===== src/rtl/spi_host_xfer.sv =====
// SPI mode-0 host for the register-slave frame: {rw,addr}, length, then N data bytes.
// Define SPI_HOST_BYTE_GAP_EN to insert BYTE_GAP idle SCK-low cycles between bytes.
module spi_host_xfer #(
    parameter int CLK_DIV  = 4,
    parameter int CS_SETUP = 2,
    parameter int CS_HOLD  = 2,
    parameter int CS_IDLE  = 4,
    parameter int BYTE_GAP = 4
) (
    input  logic       i_clk,
    input  logic       i_reset,
    input  logic       i_start,
    input  logic       i_rw,
    input  logic [6:0] i_addr,
    input  logic [7:0] i_len,
    input  logic [7:0] i_wr_data,
    input  logic       i_wr_valid,
    output logic       o_wr_ready,
    output logic [7:0] o_rd_data,
    output logic       o_rd_valid,
    output logic       o_busy,
    output logic       o_done,
    output logic       o_spi_cs_n,
    output logic       o_spi_sck,
    output logic       o_spi_so,
    input  logic       i_spi_si
);

    typedef enum logic [2:0] {
        S_IDLE, S_SETUP, S_SHIFT, S_GAP, S_LOAD, S_HOLD, S_GAPIDLE
    } state_t;

    state_t      state, state_nxt;
    logic [15:0] cnt, wait_lim, div_cnt;
    logic [2:0]  bit_cnt;
    logic [9:0]  byte_idx, last_idx;
    logic        rw_q;
    logic [7:0]  len_q;
    logic [6:0]  tx_sr, rx_sr;
    logic        wait_done, half_end, rise, fall, byte_end, is_last;
    logic        ld_point, ld_wdata, wr_hs;

    always_comb begin
        wait_lim = 16'd1;
        case (state)
            S_SETUP:   wait_lim = 16'(CS_SETUP);
            S_HOLD:    wait_lim = 16'(CS_HOLD);
            S_GAPIDLE: wait_lim = 16'(CS_IDLE);
            S_GAP:     wait_lim = 16'(BYTE_GAP);
            default:   wait_lim = 16'd1;
        endcase
    end

    assign wait_done = (cnt == wait_lim - 16'd1);
    assign half_end  = (div_cnt == 16'(CLK_DIV - 1));
    assign rise      = (state == S_SHIFT) && !o_spi_sck && half_end;
    assign fall      = (state == S_SHIFT) &&  o_spi_sck && half_end;
    assign byte_end  = fall && (bit_cnt == 3'd7);
    assign is_last   = (byte_idx == last_idx);
    assign wr_hs     = o_wr_ready && i_wr_valid;

`ifdef SPI_HOST_BYTE_GAP_EN
    // Write data is requested in the last gap cycle, after byte_idx has advanced.
    assign ld_point = (state == S_GAP) && wait_done;
    assign ld_wdata = rw_q && (byte_idx >= 10'd2);
`else
    // Write data is requested in the cycle of the previous byte's final SCK fall.
    assign ld_point = byte_end;
    assign ld_wdata = rw_q && (byte_idx != 10'd0) && !is_last;
`endif

    always_ff @(posedge i_clk) begin
        if (i_reset) state <= S_IDLE;
        else         state <= state_nxt;
    end

    always_comb begin
        state_nxt = state;
        case (state)
            S_IDLE:    if (i_start) state_nxt = S_SETUP;
            S_SETUP:   if (wait_done) state_nxt = S_SHIFT;
            S_SHIFT: begin
                if (byte_end) begin
                    if (is_last) begin
                        state_nxt = S_HOLD;
                    end else begin
`ifdef SPI_HOST_BYTE_GAP_EN
                        state_nxt = S_GAP;
`else
                        if (ld_wdata && !i_wr_valid) state_nxt = S_LOAD;
`endif
                    end
                end
            end
            S_GAP: begin
                if (wait_done) state_nxt = (ld_wdata && !i_wr_valid) ? S_LOAD : S_SHIFT;
            end
            S_LOAD:    if (i_wr_valid) state_nxt = S_SHIFT;
            S_HOLD:    if (wait_done) state_nxt = S_GAPIDLE;
            S_GAPIDLE: if (wait_done) state_nxt = S_IDLE;
            default:   state_nxt = S_IDLE;
        endcase
    end

    always_comb begin
        o_busy     = (state != S_IDLE);
        o_wr_ready = (ld_point && ld_wdata) || (state == S_LOAD);
    end

    // tx_sr holds the bits still to be sent after the one already on o_spi_so.
    always_ff @(posedge i_clk) begin
        if (i_reset) begin
            o_spi_cs_n <= 1'b1;
            o_spi_sck  <= 1'b0;
            o_spi_so   <= 1'b0;
            o_done     <= 1'b0;
            o_rd_valid <= 1'b0;
            o_rd_data  <= 8'd0;
            cnt        <= 16'd0;
            div_cnt    <= 16'd0;
            bit_cnt    <= 3'd0;
            byte_idx   <= 10'd0;
            last_idx   <= 10'd0;
        end else begin
            o_done     <= 1'b0;
            o_rd_valid <= 1'b0;
            cnt        <= (state_nxt != state) ? 16'd0 : cnt + 16'd1;
            case (state)
                S_IDLE: begin
                    if (i_start) begin
                        rw_q       <= i_rw;
                        len_q      <= i_len;
                        last_idx   <= (i_len == 8'd0) ? 10'd257 : {2'b00, i_len} + 10'd1;
                        tx_sr      <= i_addr;
                        o_spi_so   <= i_rw;
                        o_spi_cs_n <= 1'b0;
                        byte_idx   <= 10'd0;
                        bit_cnt    <= 3'd0;
                        div_cnt    <= 16'd0;
                    end
                end
                S_SHIFT: begin
                    div_cnt <= half_end ? 16'd0 : div_cnt + 16'd1;
                    if (half_end) o_spi_sck <= ~o_spi_sck;
                    if (rise) begin
                        rx_sr <= {rx_sr[5:0], i_spi_si};
                        if (bit_cnt == 3'd7 && !rw_q && byte_idx >= 10'd2) begin
                            o_rd_data  <= {rx_sr, i_spi_si};
                            o_rd_valid <= 1'b1;
                        end
                    end
                    if (fall) begin
                        bit_cnt <= bit_cnt + 3'd1;
                        if (bit_cnt != 3'd7) begin
                            o_spi_so <= tx_sr[6];
                            tx_sr    <= {tx_sr[5:0], 1'b0};
                        end else begin
                            byte_idx <= byte_idx + 10'd1;
                            if (byte_idx == 10'd0) begin
                                o_spi_so <= len_q[7];
                                tx_sr    <= len_q[6:0];
                            end else if (!rw_q) begin
                                o_spi_so <= 1'b0;
                                tx_sr    <= 7'd0;
                            end else if (wr_hs) begin
                                o_spi_so <= i_wr_data[7];
                                tx_sr    <= i_wr_data[6:0];
                            end
                        end
                    end
                end
                S_GAP, S_LOAD: begin
                    if (wr_hs) begin
                        o_spi_so <= i_wr_data[7];
                        tx_sr    <= i_wr_data[6:0];
                    end
                end
                S_HOLD: begin
                    if (wait_done) begin
                        o_spi_cs_n <= 1'b1;
                        o_spi_so   <= 1'b0;
                        o_done     <= 1'b1;
                    end
                end
                default: ;
            endcase
        end
    end

endmodule

===== config.mk =====
export PLATFORM = sky130hd
export DESIGN_NAME = spi_host_xfer
export DESIGN_NICKNAME = d
export VERILOG_FILES = /design/src/rtl/spi_host_xfer.sv
export SDC_FILE = /design/constraint.sdc
export NUM_CORES = 1
export LEC_CHECK = 0
export BUFFER_PORTS_ARGS = -buffer_cell sky130_fd_sc_hd__buf_2
export CAP_MARGIN = 20
export CORE_MARGIN = 5
export CORE_UTILIZATION = 60
export CTS_CLUSTER_SIZE = 14
export DETAILED_ROUTE_END_ITERATION = 8
export HOLD_SLACK_MARGIN = 0.1
export PLACE_DENSITY_LB_ADDON = 0.05
export REMOVE_ABC_BUFFERS = 1
export SYNTH_ARGS = -nofsm -noshare
export SYNTH_HDL_FRONTEND = slang
export SYNTH_SLANG_ARGS = --single-unit

===== constraint.sdc =====
create_clock -name i_clk -period 4.8 [get_ports i_clk]
set_clock_uncertainty 0.2 [all_clocks]
set_input_delay 0.48 -clock i_clk [delete_from_list [all_inputs] [get_ports i_clk]]
set_output_delay 0.48 -clock i_clk [all_outputs]
set_load 0.01 [all_outputs]

==> reports/summary.txt <==
Wire length on met1: 5.001 mm
Clock network fraction of total power: 0.312
Crit-path cells: xnor2_1 -> nand4_1 -> nor4_2 -> o31ai_1 -> buf_2
H-tree Lvls: 3
Final Hold Viols: 0
Die area: 0.01002 mm²
Worst path top cell family by delay: simple AND/OR/NAND/NOR gates
Pwr/cell area: 342.3 mW/mm²
Synthesized area per cell: 8.985 µm²
Synth unique cells: 72
CP arrival: 2360 ps
Most common cell in the netlist: dfxtp_1
Crit path capture type: output pin
Pin count of the biggest net entering global routing: 42
Rows: 32
Max Used Layer: met4
Pint: 1241 µW
HP Class: input pin to register
Ratio of cells with drive above 1 in the final layout: 0.1508
Tmin final: 3044 ps
Slowest-stage cell, CP: nor4_2
RSZ-0062 raised after global routing: no
Setup TNS: 0 ps
Multiplexer area fraction after synthesis: 0.03494
Hold WS: 115.7 ps
Vias: 4104
Longest Clk Path Bufs: 2
Status: finished, final reports clean
Yosys warnings: 0
Met3 WL: 644 µm
R2r startpoint: state[1]$_SDFF_PP0_
Hold Startpoint: i_rw
Worst Max-Slew Pin Slew: 1052 ps
CP Max Fanout: 9
R2R Path End: tx_sr[5]$_DFFE_PP_
Chip width: 100.1 µm
Top cell type's share of synthesized area: 0.2878
Register area share after synthesis: 0.4296
First-pass GRT wire length: 18.68 mm
Clock net sink count: 93
MaxCap Viol Count: 0
Adder-Cell Fraction of Synth Area: 0.02312
FF-to-FF path depth: 6
DP HPWL: 7.701 mm
Max VDD drop: 0.0002097 V
Fillers: 664
Tcrit/Tclk final: 0.6342
Largest family of logic cells by synthesized area: simple AND/OR/NAND/NOR gates
Worst hold path endpoint: rw_q$_DFFE_PP_
Crit Path Class: register to output pin
Post-synth top area cell: dfxtp_1
Flop pwr share: 0.499
Clk Latency, worst-skew pair: 380 ps
Drt total wl: 10.83 mm
Inserted Clock Buffers: 9
DR iter-0 viols: 223
Final antenna-violating net count: 0
Leakage power: 0.001932 µW
Yosys reg bits: 93
PostCTS Resize Cnt: 0
Die height: 100.1 µm
Fmax: 328.5 MHz
Async set or reset register ratio after synthesis: 0
Mapped cell area: 0.004870 mm²
Nets: 610
Post-synth EDFFs: 23
Post-synthesis simple-gate area fraction: 0.2490
Reg2reg setup slack: 1860 ps
Root Buffer: clkbuf_8
Post-CTS Setup Inserts: 0
Synth top cells by count: dfxtp_1 (70), nor2_1 (68), nand2_1 (56), a21oi_1 (28), nand3_1 (25)
# diodes: 0
Post-Syn Instances: 542
Overall Global Routing Usage: 0.2283
Antenna violations before repair: 0
DR WL met2: 4.987 mm
WP data required: 4120 ps
Core box area: 0.007807 mm²
Switching power: 575.2 µW
Pwr Total: 1817 µW
Comb pwr share: 0.189
Fin. max-slew vios: 0
Startpoint types: register
Area Overhead vs Synth: 8.967%
# setup viols final: 0
DRC errors left: 0
Crit path largest cell delay: 800 ps
Via-per-instance ratio: 6.044
Vias in the first global route: 3882
Ys flop type: dfxtp_1
Number of I/O port buffers: 43
Clock-pin slew on the worst setup and hold paths: 100 ps
Ports: 44
GR Overflow Total: 0
XOR/XNOR Fraction of Synth Area: 0.06655
Routability cong.: 0.8511
Drt pass-1 iters: 6
Ranking of synthesized cells by area: dfxtp_1 (29%), edfxtp_1 (14%), nor2_1 (5.2%), nand2_1 (4.3%), mux2i_1 (3.5%)
Compound-Gate Fraction of Synth Area: 0.1560
CTS tree: done
Hold Path Depth: 1
Routed wire per std cell: 15.94 µm
Switching portion of total power: 0.3166
Initial Util: 0.6237
Buffers & Inverters on Critical Path: 1
Slew headroom: 0.2926
final cells by class:
class                   count  area, µm²  area share
clock buffers              10      137.6     0.02594
clock inverters             6      76.32     0.01438
flip-flops and latches     93       2092      0.3942
repair buffers             46      237.7     0.04480
well taps                 102      127.6     0.02405
inverters                  15      56.30     0.01061
multi-input cells         407       2579      0.4860
per-layer routing:
| layer | vias to the layer above | track usage |
|---|---|---|
| met5 | - | 0 |
| met4 | 0 | 0.07772 |
| met3 | 17 | 0.06393 |
| met2 | 122 | 0.3484 |
| met1 | 1940 | 0.3127 |
| li1 | 2025 | - |
per-stage QoR:
step	instances	worst slack, ps	instance area (µm²)	utilization
floorplan	515	2024	4727	-
detailed placement	661	1648	5077	0.6503
finish	679	1756	5306	0.6796
global placement	661	1721	5077	0.6503
global route	679	1597	5306	0.6796
CTS	678	1565	5301	0.6790
logic make-up after synthesis:
kind of cell	count (synthesis)
simple gates	234
fa+ha+maj	9
flops	93
mux	17
compound gates	110
buf+inv	42
xor+xnor	37
placed cells by master (no fill, tap or decap), drive strengths merged, types with 4 or more instances in the layout:
master,instances
dfxtp,70
nor2,68
nand2,57
buf,45
o21ai,29
a21oi,28
nand3,26
edfxtp,23
inv,20
xor2,19
xnor2,18
mux2i,17
and3,15
nor4,15
clkbuf,10
nor3,10
ha,9
a311oi,9
nand4,8
a31oi,7
or2,7
a222oi,6
and2,5
or3,4
a22oi,4
or4,4
how the worst max path moves through the flow:
stage,from,to,cells past startpoint
floorplan,div_cnt[0]$_SDFFE_PP0P_,o_rd_data[0]$_SDFFE_PP0P_,7
global placement,div_cnt[0]$_SDFFE_PP0P_,tx_sr[3]$_DFFE_PP_,6
detailed placement,div_cnt[0]$_SDFFE_PP0P_,tx_sr[1]$_DFFE_PP_,6
CTS,div_cnt[0]$_SDFFE_PP0P_,tx_sr[5]$_DFFE_PP_,6
global route,byte_idx[3]$_SDFFE_PP0P_,o_wr_ready,5
finish,byte_idx[3]$_SDFFE_PP0P_,o_wr_ready,5
power groups by stage:
stage                     Sequential, µW  Combinational (µW)  Clock, µW
after floorplan                      909                 238          0
after global placement               921                 332          0
after detailed placement             922                 337          0
after CTS                            905                 340        579
after global routing                 914                 389        619
final                                906                 344        567
registers in the layout (all words and copies together) (netlist names):
register / cells
cnt: 16
rw_q: 1
tx_sr: 7
last_idx: 9
len_q: 8
div_cnt: 16
state: 3
o_rd_data: 8
rx_sr: 7
o_spi_sck: 1
o_spi_so: 1
o_done: 1
o_rd_valid: 1
byte_idx: 10
bit_cnt: 3
o_spi_cs_n: 1
worst register-to-register path, delay by kind of cell (launching register included):
| kind | cells | cell delay, ps |
|---|---|---|
| flops | 1 | 710 |
| simple gates | 3 | 760 |
| compound gates | 2 | 740 |
| mux | 1 | 280 |
repair_timing:
| item | 4_1_cts | 5_1_grt |
|---|---|---|
| endpoints found under the setup margin | 0 | 0 |
| hold endpoints to repair | 1 | 0 |
| hold buffers | 1 | 0 |
Note: power is estimated with default switching activity, not from simulation.
